**config.mk**
```make
export PLATFORM = sky130hd
export DESIGN_NAME = prod_accum
export DESIGN_NICKNAME = d
export VERILOG_FILES = /design/src/rtl/prod_accum.sv
export SDC_FILE = /design/constraint.sdc
export NUM_CORES = 1
export LEC_CHECK = 0
export CAP_MARGIN = 0
export CORE_UTILIZATION = 45
export DETAILED_ROUTE_END_ITERATION = 10
export PLACE_DENSITY_LB_ADDON = 0.12
export SETUP_SLACK_MARGIN = 0.1
export SYNTH_ARGS = -nofsm -noshare
export SYNTH_HDL_FRONTEND = slang
export SYNTH_SLANG_ARGS = --single-unit
```
**constraint.sdc**
```tcl
create_clock -name i_clk -period 6.9 [get_ports i_clk]
set_input_delay 0.69 -clock i_clk [delete_from_list [all_inputs] [get_ports i_clk]]
set_output_delay 0.69 -clock i_clk [all_outputs]
set_load 0.01 [all_outputs]
```
**src/rtl/prod_accum.sv**
```systemverilog
// ---------------------------------------------------------------------------
// prod_accum
//   Accumulates NTERMS consecutive signed products from a sequential
//   two's-complement multiplier into one saturating sum. Each term is
//   launched by pulsing the multiplier's reset. The product is captured on
//   the first rising edge of the multiplier's ready level after that launch.
//   The finished sum is offered on a valid/ready handshake.
//
// Parameters
//   WIDTH   multiplier operand width (product is 2*WIDTH bits, signed)
//   NTERMS  products per result (>= 1)
//   GUARD   extra accumulator bits, ACCW = 2*WIDTH + GUARD
//   CTRW    term counter width, 2**CTRW >= NTERMS
//
// Ports
//   i_clk        clock, all state on rising edge
//   i_reset      synchronous active-high reset
//   i_start      level, begins an accumulation when idle / at result handoff
//   i_p_in       signed product from the multiplier
//   i_p_rdy      multiplier ready level (stays high once done)
//   o_mult_rst   one-cycle pulse that launches the multiplier
//   o_acc_out    signed accumulated sum
//   o_out_valid  result available
//   i_out_ready  consumer accepts the result
//   o_ovf        sticky saturation flag for the current result
//   o_busy       high in every state except IDLE
// ---------------------------------------------------------------------------
module prod_accum #(
  parameter int WIDTH  = 8,
  parameter int NTERMS = 4,
  parameter int GUARD  = 2,
  parameter int CTRW   = 3
) (
  input  logic                       i_clk,
  input  logic                       i_reset,
  input  logic                       i_start,
  input  logic [2*WIDTH-1:0]         i_p_in,
  input  logic                       i_p_rdy,
  output logic                       o_mult_rst,
  output logic [2*WIDTH+GUARD-1:0]   o_acc_out,
  output logic                       o_out_valid,
  input  logic                       i_out_ready,
  output logic                       o_ovf,
  output logic                       o_busy
);

  localparam int PW   = 2 * WIDTH;
  localparam int ACCW = PW + GUARD;
  localparam logic [CTRW-1:0] LAST_TERM = CTRW'(NTERMS - 1);

  typedef enum logic [2:0] {
    S_IDLE   = 3'd0,
    S_LAUNCH = 3'd1,
    S_WAIT   = 3'd2,
    S_ACC    = 3'd3,
    S_DONE   = 3'd4
  } state_t;

  // Signed add that clamps to the representable range; the MSB of the
  // returned vector flags that clamping happened. Overflow is only possible
  // when both operands share a sign, so the clamp direction follows that sign.
  function automatic logic [ACCW:0] sat_add(
    input logic signed [ACCW-1:0] a,
    input logic signed [ACCW-1:0] b
  );
    logic signed [ACCW-1:0] raw;
    logic                   ov;
    raw = a + b;
    ov  = (a[ACCW-1] == b[ACCW-1]) && (raw[ACCW-1] != a[ACCW-1]);
    if (ov) begin
      if (a[ACCW-1]) begin
        raw = {1'b1, {(ACCW-1){1'b0}}};
      end else begin
        raw = {1'b0, {(ACCW-1){1'b1}}};
      end
    end
    return {ov, raw};
  endfunction

  state_t                  r_state;
  logic signed [ACCW-1:0]  r_acc;
  logic signed [PW-1:0]    r_prod;
  logic [CTRW-1:0]         r_cnt;
  logic                    r_arm;
  logic                    r_ovf;
  logic                    r_mult_rst;
  logic                    r_out_valid;
  logic                    r_busy;

  logic signed [ACCW-1:0]  w_prod_ext;
  logic [ACCW:0]           w_sat;

  // Sign-extend the captured product to accumulator width (a plain cast
  // also covers GUARD = 0, where no extension bits exist).
  assign w_prod_ext = ACCW'(r_prod);
  assign w_sat      = sat_add(r_acc, w_prod_ext);

  // Control FSM with all outputs registered; each output changes on the
  // same edge as the state transition that defines it.
  always_ff @(posedge i_clk) begin
    if (i_reset) begin
      r_state     <= S_IDLE;
      r_acc       <= '0;
      r_prod      <= '0;
      r_cnt       <= '0;
      r_arm       <= 1'b0;
      r_ovf       <= 1'b0;
      r_mult_rst  <= 1'b0;
      r_out_valid <= 1'b0;
      r_busy      <= 1'b0;
    end else begin
      case (r_state)
        S_IDLE: begin
          if (i_start) begin
            r_state    <= S_LAUNCH;
            r_acc      <= '0;
            r_ovf      <= 1'b0;
            r_cnt      <= '0;
            r_mult_rst <= 1'b1;
            r_busy     <= 1'b1;
          end
        end

        S_LAUNCH: begin
          // The multiplier reset is high for exactly this one cycle.
          r_mult_rst <= 1'b0;
          r_arm      <= 1'b0;
          r_state    <= S_WAIT;
        end

        S_WAIT: begin
          // Ready may still be high from the previous product; only a
          // low-then-high sequence after the launch marks a fresh result.
          if (!i_p_rdy) begin
            r_arm <= 1'b1;
          end
          if (r_arm && i_p_rdy) begin
            r_prod  <= i_p_in;
            r_state <= S_ACC;
          end
        end

        S_ACC: begin
          r_acc <= w_sat[ACCW-1:0];
          if (w_sat[ACCW]) begin
            r_ovf <= 1'b1;
          end
          r_cnt <= r_cnt + CTRW'(1);
          if (r_cnt == LAST_TERM) begin
            r_state     <= S_DONE;
            r_out_valid <= 1'b1;
          end else begin
            r_state    <= S_LAUNCH;
            r_mult_rst <= 1'b1;
          end
        end

        S_DONE: begin
          if (i_out_ready) begin
            r_out_valid <= 1'b0;
            if (i_start) begin
              // Back-to-back result: skip IDLE and relaunch immediately.
              r_state    <= S_LAUNCH;
              r_acc      <= '0;
              r_ovf      <= 1'b0;
              r_cnt      <= '0;
              r_mult_rst <= 1'b1;
            end else begin
              // Sum stays visible on o_acc_out until the next start.
              r_state <= S_IDLE;
              r_busy  <= 1'b0;
            end
          end
        end

        default: begin
          r_state     <= S_IDLE;
          r_mult_rst  <= 1'b0;
          r_out_valid <= 1'b0;
          r_busy      <= 1'b0;
          r_arm       <= 1'b0;
        end
      endcase
    end
  end

  assign o_mult_rst  = r_mult_rst;
  assign o_acc_out   = r_acc;
  assign o_out_valid = r_out_valid;
  assign o_ovf       = r_ovf;
  assign o_busy      = r_busy;

endmodule

```
[Word level (Yosys, flattened, before mapping)]
Index checks and enable logic that the tools add are counted.
Storage, ports and cells
  bits in registers: 45
  logic and storage cells: 76
  output and inout port bits: 22
Operators by class
  reduce and logical (&&, ||, !) cells: 15
  add/sub/neg operators: 2
  bitwise logic cells: 4
  eq/ne operators: 15
  multiplexer cells: 31
Operators by type and width (number)
  2-to-1 mux 18 bit: 4
  one-hot mux 18 bit (3 select lines): 1
  adder 18 x 16 -> 18 bit: 1
  2-to-1 mux 3 bit: 6
  != test 2 bit, second input constant: 8
  one-hot mux 3 bit (5 select lines): 1
  2-to-1 mux 1 bit: 13
  AND reduction 3 bit: 4
  equality test 3 x 2 -> 1 bit, second input constant: 3
  one-hot mux 1 bit (3 select lines): 3
  one-hot mux 3 bit (3 select lines): 1
  OR reduction 3 bit: 3
  AND reduction 2 bit: 3
  inverter 1 bit: 4
  one-hot mux 1 bit (4 select lines): 1
  AND reduction 4 bit: 1
  adder 3 x 1 -> 3 bit, second input constant: 1
  equality test 3 x 1 -> 1 bit, second input constant: 1
  equality test 3 bit, second input constant: 1
  zero test 3 bit: 1
  nonzero test 3 bit: 1
  logical AND 1 bit: 2
  one-hot mux 1 bit (2 select lines): 1
  equality test 1 bit: 1
  != test 1 bit: 1

[Longest topological paths before layout]
  depth after elaboration: 5
  depth in mapped cells: 10
  depth with buffers taken out: 10

[Worst setup path before layout]
OpenSTA, ideal clock, no wires.
  path type: flip-flop to flip-flop
  from: reg r_prod[15]
  to: reg r_acc[5], in the netlist o_acc_out[5]
  arrival: 2.299 ns
  cell stages (with the launch flop): 10
  buffers on the path: 1
  data required time: 6.830 ns
  path slack: 4.530 ns
  library setup time: 0.070 ns
  cell sequence: dfxtp_1 ha_1 a21oi_1 a21boi_0 a311o_1 a31oi_4 mux2i_2 buf_6 o21ai_1 a21oi_1
Between the ends
  cells in the longest elaborated chain, start to end: 5
  elaborated cells on any way between the ends: 6
  classes of those cells: add/sub (1); eq/ne (2); mux (2); reduce/logical (1)
RTL lines
  from (decl): line 82  | logic signed [PW-1:0] r_prod;
  from (signal assigned): line 138  | r_prod <= i_p_in;
  adder 18 x 16 -> 18 bit: line 68  | raw = a + b;
  != test 1 bit: line 69  | ov = (a[ACCW-1] == b[ACCW-1]) && (raw[ACCW-1] != a[ACCW-1]);
  logical AND 1 bit (*): line 69
  2-to-1 mux 18 bit (*): line 70  | if (ov) begin
  one-hot mux 18 bit (3 select lines) (*): line 112  | case (r_state)
  to (signal assigned): line 144  | r_acc <= w_sat[ACCW-1:0];
  to (decl): line 81  | logic signed [ACCW-1:0] r_acc;
Every way passes the cells marked *; elsewhere a longest branch is shown, timed or not.
A chain may end at the register's enable or synchronous reset.

[Worst setup path in the final report]
  from: reg r_prod[15]
  to: reg r_acc[4], in the netlist o_acc_out[4]
Same word-level chain as after synthesis.

==> run_results.csv <==
group,metric,value,unit
worst_setup_path,crit_type,"reg -> reg",
floorplanning,io_pins,43,
cts,cts_sinks,45,
logic_synthesis,ys_seq_elements,45,
worst_setup_path,cp_max_fo,16,
worst_setup_path,critPathRequiredTime,7.12,ns
sta,worst_pin_slew,0.839,ns
drt,vias,2413,
logic_synthesis,synth_flop_cell,"dfxtp_1",
placement,portBuffers,42,
placement,place_hpwl,4230,um
sta,finalSetupViolCount,0,
drt,drt-total-wl,5880,um
drt,antenna_left,0,
sta,min_period,3.00,ns
placement,gp_congestion,0.879,
power,p_sw_share,24.9,%
cts,clk_pin_slew,0.08,ns
cts,post_cts_buffers,0,
grt,antenna_found_initial,0,
drt,drt_first_pass_iters,5,
logic_synthesis,synth_nets,385,
worst_setup_path,crit_path_start_kind,"register",
worst_setup_path,cp_slowest_cell,"mux2i_2",
drt,drt_iter0_drc,196,
cts,htreeDepth,2,
power,p_total,0.511,mW
final_layout,fillCellCount,535,
worst_setup_path,critPathMaxStageDelay,0.76,ns
floorplanning,core_area,5610,sq um
logic_synthesis,synth_edf_count,0,
cts,hold_buffers,0,
worst_setup_path,startpoint,"r_prod[15]$_SDFFE_PP0P_",
power,clkPwrFrac,34.9,%
grt,grt_pass1_wl,10200,um
logic_synthesis,synthCells,344,
outcome,outcome,"completed",
worst_setup_path,r2r-start,"r_prod[15]$_SDFFE_PP0P_",
logic_synthesis,syn_avg_cell_area,7.79,sq um
cts,post_cts_resized,0,
cts,cts_buffers,5,
power,p_sw,0.127,mW
drt,drc_errors,0,
power,p_leak,1.25,nW
grt,grt.total_usage,20.6,%
sta,drv_slew,0,
floorplanning,rows,27,
floorplanning,start_util,47.8,%
power,internal-power,0.384,mW
logic_synthesis,yosysSeqAreaShare,33.6,%
sta,tns,0,ns
sta,max_freq,333,MHz
grt,grt_max_degree,45,
logic_synthesis,synth_area,2680,sq um
cts,cts-root-buf,"clkbuf_8",
final_layout,layout.cells.most_common,"nand2_1",
sta,relSlewSlack,42.9,%
power,p_per_area,158,nW/um^2
floorplanning,fp.dieW,79.2,um
final_layout,fin_util,57.6,%
cts,clock_tree.buffer_depth,2,
cts,worst_skew_pair.late_latency,0.29,ns
grt,grt-ovfl-total,0,
final_layout,n_antenna_cell,0,
sta,hold_violations,0,
final_layout,drive_above_1_share,6.07,%
grt,grt_pass1_vias,2226,
min_path,min_path_type,"reg -> reg",
sta,period_share,43.5,%
final_layout,nNetsFinal,419,
worst_setup_path,arrival,3.22,ns
power,ir_worst_vdd,0.000105,V
logic_synthesis,yosysWarningCount,0,
worst_setup_path,cpMostUsedCell,"a21oi_1",
drt,post_drt_wl_per_cell,13.0,um
floorplanning,dieArea,6270,sq um
cts,cts_tree,"built",
logic_synthesis,synthArstFlopShare,0,%
sta,rsz0062_at_grt,"false",
power,comb_power_share,11.8,%
final_layout,area_growth,20.6,%
floorplanning,die_h,79.2,um
final_layout,final_cell_mix,"nand2_1 (59), a21oi_1 (58), dfxtp_1 (45)",
sta,hold_slack,0.466,ns
worst_setup_path,end_kind,"register",
power,p_seq_share,53.3,%
flow_run,cap_violations,0,
worst_setup_path,cp_cell_sequence,"ha_1 -> a21oi_1 -> a21boi_0 -> a311o_1 -> a31oi_4 -> mux2i_2 -> o21ai_0 -> a21oi_1",
sta,finClkSkew,0.00329,ns
min_path,hold_start,"r_prod[6]$_SDFFE_PP0P_",
drt,viasPerCell,5.35,
logic_synthesis,synth_cell_types,46,
==> path summary, 6_finish.rpt <==
check,endpoint,slack [ns],cells past startpoint
min,r_prod[6]$_SDFFE_PP0P_,0.47,2
min reg2reg,r_prod[6]$_SDFFE_PP0P_,0.47,2
max,o_acc_out[4]$_SDFFE_PP0P_,3.90,8
max reg2reg,o_acc_out[4]$_SDFFE_PP0P_,3.90,8
==> worst max-delay path: cells and delay by family, from the launching register on <==
family / cells / cell delay [ns]
AOI/OAI and AO/OA: 6 / 1.32
muxes: 1 / 0.76
DFF: 1 / 0.49
adders and majority gates: 1 / 0.36
==> logic make-up (layout without fill, tap and decap cells) <==
family | Yosys count | count (layout) | share of synthesized area (%)
AOI/OAI and AO/OA | 125 | 125 | 28.3
xor gates and xnor gates | 14 | 14 | 4.58
muxes | 3 | 3 | 1.31
and+or+nand+nor | 111 | 111 | 18.2
buffers and inverters | 26 | 61 | 4.34
adders and majority gates | 20 | 20 | 9.62
DFF | 45 | 45 | 33.6
==> cell usage after synthesis (2+ instances only) <==
cell | instances | share of area, %
nor3_1 | 5 | 0.93
o21ai_1 | 10 | 1.9
a211oi_1 | 2 | 0.56
and3_1 | 4 | 0.93
nand3_1 | 4 | 0.75
a31o_2 | 3 | 0.98
nand3b_1 | 2 | 0.56
nor2_1 | 21 | 2.9
inv_1 | 9 | 1.3
buf_6 | 2 | 0.84
o21ai_0 | 24 | 4.5
xnor2_1 | 7 | 2.3
xor2_1 | 7 | 2.3
o31ai_1 | 2 | 0.56
buf_2 | 3 | 0.56
a21oi_2 | 2 | 0.65
ha_1 | 19 | 8.9
a31oi_4 | 2 | 1.6
nand2b_1 | 8 | 1.9
o211ai_1 | 2 | 0.56
a31oi_1 | 3 | 0.70
a21o_1 | 4 | 1.1
nand2_1 | 59 | 8.3
a221oi_1 | 2 | 0.65
dfxtp_1 | 45 | 34
a22oi_1 | 2 | 0.56
a21oi_1 | 58 | 11
clkbuf_1 | 11 | 1.5
a21boi_0 | 2 | 0.56
nor2b_1 | 4 | 0.93
==> sequential cells by signal, indices dropped and copies added (netlist names) <==
name and flops:
r_cnt 3, o_mult_rst 1, o_acc_out 18, r_prod 16, o_busy 1, o_out_valid 1, o_ovf 1, r_state 3
r_arm 1
==> metrics by stage <==
step	instances	cell area, sq um	setup WS, ns
after CTS	451	3230	3.88
after floorplan	344	2680	4.53
after detailed placement	443	3130	3.92
after global routing	451	3230	3.59
after global placement	443	3130	4.01
final	451	3230	3.90
==> area by class of cell <==
class	instances	area, sq um	area share (%)
Clock buffer	7	96.3	2.98
Clock inverter	1	5.00	0.155
Inverter	9	33.8	1.05
Multi-Input combinational cell	273	1670	51.6
Sequential cell	45	901	27.9
Tap cell	72	90.1	2.79
Timing Repair Buffer	44	435	13.5
==> routing by layer <==
| layer | global-route usage [%] | wire length, um | vias to the layer above |
|---|---|---|---|
| li1 | - | - | 1275 |
| met1 | 27.4 | 2900 | 1081 |
| met2 | 33.3 | 2650 | 50 |
| met3 | 4.25 | 266 | 7 |
| met4 | 6.00 | 65 | 0 |
| met5 | 0 | 0 | - |
==> power groups by stage <==
stage,registers [mW],logic [mW],clock network (mW)
final,0.272,0.0603,0.178
after global routing,0.273,0.0672,0.195
after CTS,0.272,0.0610,0.184
after detailed placement,0.278,0.0608,0
after global placement,0.278,0.0607,0
after floorplan,0.274,0.0383,0
(Power assumes the default switching activity.)
